`src/rtl/bp_be_fe_queue_rx.sv`:
```
// Backend side of the FE->BE fetch queue. Entries are read speculatively
// by issue, retired by commit and replayed by roll. A redirect flushes the
// queue and sends a PC redirection command back to the frontend.
//
// fe_cmd_o layout, LSB first:
//   [3:0]                    opcode
//   [vaddr_width_p+3:4]      npc
//   [fe_cmd_width_lp-1:...]  operands (zero for a PC redirection)

package bp_be_fe_queue_rx_pkg;

    typedef enum logic [0:0] {
        e_bp_default_cfg = 1'b0
    } bp_params_e;

    typedef enum logic [3:0] {
        e_op_state_reset    = 4'd0,
        e_op_pc_redirection = 4'd1,
        e_op_icache_fill    = 4'd2,
        e_op_wait           = 4'd3
    } bp_fe_command_op_e;

    localparam int fe_cmd_opcode_width_gp  = 4;
    localparam int fe_cmd_operand_width_gp = 32;

    function automatic int bp_vaddr_width(input bp_params_e cfg);
        case (cfg)
            e_bp_default_cfg: return 39;
            default:          return 39;
        endcase
    endfunction

    // Packet from FE: message type (2) + PC + 32-bit instruction.
    function automatic int bp_fe_queue_width(input bp_params_e cfg);
        return 2 + bp_vaddr_width(cfg) + 32;
    endfunction

    function automatic int bp_fe_cmd_width(input bp_params_e cfg);
        return fe_cmd_opcode_width_gp + bp_vaddr_width(cfg) + fe_cmd_operand_width_gp;
    endfunction

endpackage

module bp_be_fe_queue_rx
    import bp_be_fe_queue_rx_pkg::*;
#(
    parameter bp_params_e bp_params_p = e_bp_default_cfg,
    parameter int els_p = 8,
    localparam int vaddr_width_p     = bp_vaddr_width(bp_params_p),
    localparam int fe_queue_width_lp = bp_fe_queue_width(bp_params_p),
    localparam int fe_cmd_width_lp   = bp_fe_cmd_width(bp_params_p)
) (
    input  logic                         clk_i,
    input  logic                         reset_i,

    input  logic [fe_queue_width_lp-1:0] fe_queue_i,
    input  logic                         fe_queue_v_i,
    output logic                         fe_queue_ready_and_o,

    output logic [fe_queue_width_lp-1:0] issue_pkt_o,
    output logic                         issue_v_o,
    input  logic                         issue_yumi_i,

    input  logic                         commit_v_i,
    input  logic                         roll_v_i,

    input  logic                         redirect_v_i,
    input  logic [vaddr_width_p-1:0]     redirect_pc_i,

    output logic [fe_cmd_width_lp-1:0]   fe_cmd_o,
    output logic                         fe_cmd_v_o,
    input  logic                         fe_cmd_yumi_i
);

    // Handshakes (all sampled on the rising edge of clk_i):
    //   FE:     transfer when fe_queue_v_i & fe_queue_ready_and_o; the
    //           packet is dropped while fe_cmd_v_o is high or on redirect.
    //   issue:  issue_yumi_i may only be raised while issue_v_o is high;
    //           it consumes issue_pkt_o in that same cycle.
    //   fe_cmd: fe_cmd_yumi_i consumes fe_cmd_o while fe_cmd_v_o is high.

    localparam int idx_w_lp = $clog2(els_p);
    localparam int ptr_w_lp = idx_w_lp + 1;

    localparam logic [0:0] ST_IDLE = 1'b0;
    localparam logic [0:0] ST_SEND = 1'b1;

    typedef logic [ptr_w_lp-1:0] ptr_t;

    logic [fe_queue_width_lp-1:0] entries_q [els_p];

    ptr_t wptr_q, wptr_d;
    ptr_t rptr_q, rptr_d;
    ptr_t cptr_q, cptr_d;

    logic [0:0]                 state_q, state_d;
    logic [fe_cmd_width_lp-1:0] fe_cmd_q, fe_cmd_d;

    logic full;
    logic enq_write;

    // Full when write has lapped commit by exactly one wrap.
    always_comb begin
        full = (wptr_q[idx_w_lp-1:0] == cptr_q[idx_w_lp-1:0])
             & (wptr_q[idx_w_lp] != cptr_q[idx_w_lp]);
    end

    assign fe_queue_ready_and_o = ~full;
    assign fe_cmd_v_o           = (state_q == ST_SEND);
    assign fe_cmd_o             = fe_cmd_q;
    assign issue_v_o            = (rptr_q != wptr_q) & ~fe_cmd_v_o;
    assign issue_pkt_o          = entries_q[rptr_q[idx_w_lp-1:0]];

    // Packets arriving while a command is outstanding belong to the
    // stale path and are accepted but not stored.
    assign enq_write = fe_queue_v_i & ~full & ~fe_cmd_v_o & ~redirect_v_i;

    // Pointer next-state: redirect > roll > {commit, yumi, enqueue}.
    always_comb begin
        wptr_d = wptr_q;
        rptr_d = rptr_q;
        cptr_d = cptr_q;
        if (redirect_v_i) begin
            wptr_d = '0;
            rptr_d = '0;
            cptr_d = '0;
        end else begin
            if (commit_v_i) begin
                cptr_d = cptr_q + ptr_t'(1);
            end
            if (roll_v_i) begin
                rptr_d = cptr_d;
            end else if (issue_yumi_i) begin
                rptr_d = rptr_q + ptr_t'(1);
            end
            if (enq_write) begin
                wptr_d = wptr_q + ptr_t'(1);
            end
        end
    end

    // fe_cmd FSM: a redirect always (re)loads the payload, even over a yumi.
    always_comb begin
        state_d  = state_q;
        fe_cmd_d = fe_cmd_q;
        if (redirect_v_i) begin
            state_d  = ST_SEND;
            fe_cmd_d = {{fe_cmd_operand_width_gp{1'b0}}, redirect_pc_i, e_op_pc_redirection};
        end else if ((state_q == ST_SEND) && fe_cmd_yumi_i) begin
            state_d = ST_IDLE;
        end
    end

    // Pointer and FSM registers.
    always_ff @(posedge clk_i) begin
        if (reset_i) begin
            wptr_q   <= '0;
            rptr_q   <= '0;
            cptr_q   <= '0;
            state_q  <= ST_IDLE;
            fe_cmd_q <= '0;
        end else begin
            wptr_q   <= wptr_d;
            rptr_q   <= rptr_d;
            cptr_q   <= cptr_d;
            state_q  <= state_d;
            fe_cmd_q <= fe_cmd_d;
        end
    end

    // Entry storage; contents are don't-care until written.
    always_ff @(posedge clk_i) begin
        if (!reset_i && enq_write) begin
            entries_q[wptr_q[idx_w_lp-1:0]] <= fe_queue_i;
        end
    end

`ifndef SYNTHESIS
    yumi_without_valid_a: assert property (@(posedge clk_i) disable iff (reset_i)
        issue_yumi_i |-> issue_v_o);
    commit_without_read_a: assert property (@(posedge clk_i) disable iff (reset_i)
        commit_v_i |-> (cptr_q != rptr_q));
`endif

endmodule

```
`config.mk`:
```
export PLATFORM = sky130hd
export DESIGN_NAME = bp_be_fe_queue_rx
export DESIGN_NICKNAME = d
export VERILOG_FILES = /design/src/rtl/bp_be_fe_queue_rx.sv
export SDC_FILE = /design/constraint.sdc
export NUM_CORES = 1
export LEC_CHECK = 0
export CAP_MARGIN = 20
export CORE_ASPECT_RATIO = 1.75
export CORE_MARGIN = 3
export CORE_UTILIZATION = 40
export DETAILED_ROUTE_END_ITERATION = 8
export PLACE_DENSITY = 0.62
export SYNTH_ARGS = -nofsm -noshare
export SYNTH_HDL_FRONTEND = slang
export SYNTH_SLANG_ARGS = --single-unit
```
`constraint.sdc`:
```
create_clock -name clk_i -period 10.2 [get_ports clk_i]
set_input_delay 2.04 -clock clk_i [delete_from_list [all_inputs] [get_ports clk_i]]
set_output_delay 2.04 -clock clk_i [all_outputs]
set_load 0.005 [all_outputs]
```
==> impl_metrics.toml <==
[logic_synthesis]
synth_area_leaders = "edfxtp_1, mux4_2, dfxtp_1"
avgSynthCellArea_um2 = 22.1
synth.distinct_cells = 34
synth_flop_cell = "edfxtp_1"
synthCells = 1102
synth-async-reset-ratio_pct = 0
synth_most_common_cell = "edfxtp_1"
ys_ff_latch = 640
synth_common_cells = "edfxtp_1, mux4_2, mux2_2, dfxtp_1, nor2_1"
yosys.area.top_type = "edfxtp_1"
synth-seq-area-share_pct = 76.5
synth_edf_count = 584
netlist.area_leader.share_pct = 71.9
yosysWarningCount = 0
syn_area_um2 = 24400

[cts]
cts_buffer_depth = 3
h-tree-depth = 2
root_buffer = "clkbuf_16"
cts-hold-fix-buffers = 0
post_cts_buffers = 0
clk_transition_reported_paths_ns = 0.06
cts_resized = 0
clk_latency_ns = 0.60
tritoncts = "built"
cts_buffers = 55
clock-sinks = 640

[routing]
drtPass1Iterations = 5
vias_per_cell = 5.14
wl_per_cell_um = 23.0
drtIter0Drc = 747
antenna_left = 0
drc = 0
routed_wl_um = 50400
vias = 11300

[placement]
pre_cts_slack_ns = 4.87
place_hpwl_um = 27600
gp_congestion = 0.699
placedCellCount = 2087
io_buffers = 235

[grt]
grt_max_degree = 102
antenna_found_initial = 5
grt_pass1_wl_um = 77200
grt_usage_pct = 16.0
grt_remaining_overflow = 0
grt_pass1_vias = 12500

[finish]
layoutNonFillerInstCount = 2190
antenna_cells = 0
drive_gt1_share_pct = 24.3
syn2layout_area_growth_pct = 20.2
layout.nets = 1481

[timing]
slew_headroom_pct = 30.5
setup_violations = 0
hold_viol_final = 0
setup_tns_ns = 0
fin_crit_sh_pct = 57.2
fmax_mhz = 171
rsz0062_at_grt = "false"
fin_crit_ns = 5.84
worst_slew_pin_slew_ns = 1.04
final.setup.worst_slack_ns = 4.36
maxSlewViolCount = 0
fin_worst_skew_ns = 0.0173

[power_and_ir_drop]
finalPower_w = 0.00532
power.density_nw_per_um2 = 181
cellLeakagePower_nw = 9.27
ir_drop_mv = 0.128

[flow_run]
cap_violations = 0

[floorplan]
rows = 119
chipWidth_um = 193
core_region_area_um2 = 60300
die_h_um = 333
initial_utilization_pct = 40.5
die_area_um2 = 64100
io_pins = 271

[worst_setup_path]
worst_ep_required_time_ns = 8.16
end_kind = "output port"
cp.arrival_ns = 3.80
path_class = "reg -> out"
path_cells = "buf_12, mux4_2, mux2_2, clkdlybuf4s50_1"
crit_fanout = 101
cp-start-kind = "register"
crit_slowest_cell = "dfxtp_4"
slowest_delay_ns = 0.97

[min_path]
holdCritPathClass = "reg -> reg"

[run_status]
status = "finished clean"
==> per-layer routing <==
metal  share of wire [%]  wire length [µm]  GRT usage, %
met5                0.13                65             0
met4                 1.9               961          4.06
met3                 6.3              3200          3.63
met2                  52             26400          28.1
met1                  39             19800          20.1
==> worst paths after layout <==
check                                  from               end  slack [ns]  cells past startpoint
worst max-delay path               register   issue_pkt_o[28]        4.36                      4
worst min-delay path            fe_cmd_o[0]       fe_cmd_o[0]        0.48                      2
worst max register to register    wptr_q[1]  entries_q[7][35]        6.86                      5
worst min register to register  fe_cmd_o[0]       fe_cmd_o[0]        0.48                      2
==> power breakdown <==
part           switching (W)  internal, W
Combinational       0.000116     0.000168
Sequential         0.0000182      0.00288
Clock               0.000943      0.00120
Total                0.00108      0.00425
==> cells in the final DEF (no fill, tap or decap), types with 14 or more instances in the layout <==
cell type / instances
edfxtp_1: 584
mux2i_1: 40
clkinv_2: 14
clkbuf_16: 55
nor2_1: 49
dfxtp_1: 53
buf_4: 20
clkdlybuf4s50_1: 234
conb_1: 35
mux4_2: 142
mux2_2: 73
==> logic make-up after synthesis <==
kind of cell | after synthesis | synth area share [%]
XOR/XNOR | 14 | 0.502
buffers and inverters | 93 | 2.55
other | 1 | 0.0154
multiplexers | 259 | 18.5
flip-flops | 640 | 76.5
AND/OR/NAND/NOR | 77 | 1.35
AO/OA/AOI/OAI | 15 | 0.426
adder cells (fa/ha/maj) | 3 | 0.154
==> state kept, by name, summed over array words and instances, names as in the netlist, named ones only <==
register / flops
entries_q: 584
wptr_q: 4
fe_cmd_v_o: 1
fe_cmd_o: 40
cptr_q: 4
rptr_q: 4
==> worst max-delay path, delay by kind of cell, from the launching register on <==
family	cells	cell delay, ns
buffers and inverters	2	1.13
flip-flops	1	0.97
multiplexers	2	0.88
==> layout make-up <==
cell class,count,area (µm²)
clock buffer,58,1390
sequential,640,18700
multi-input combinational,403,5310
clock inverter,45,463
timing repair buffer,256,2520
inverter,2,7.51
fill,4914,31000
tap,786,983
==> metrics by stage <==
stage	hold WS [ns]	util [%]	instance area, µm²
2_1_floorplan	0.458	-	24500
3_3_place_gp	0.453	45.6	27500
3_5_place_dp	0.460	45.6	27500
4_1_cts	0.484	48.6	29300
5_1_grt	0.527	48.6	29300
6_report	0.479	48.6	29300
No activity file was read; power rests on OpenSTA's default activity.
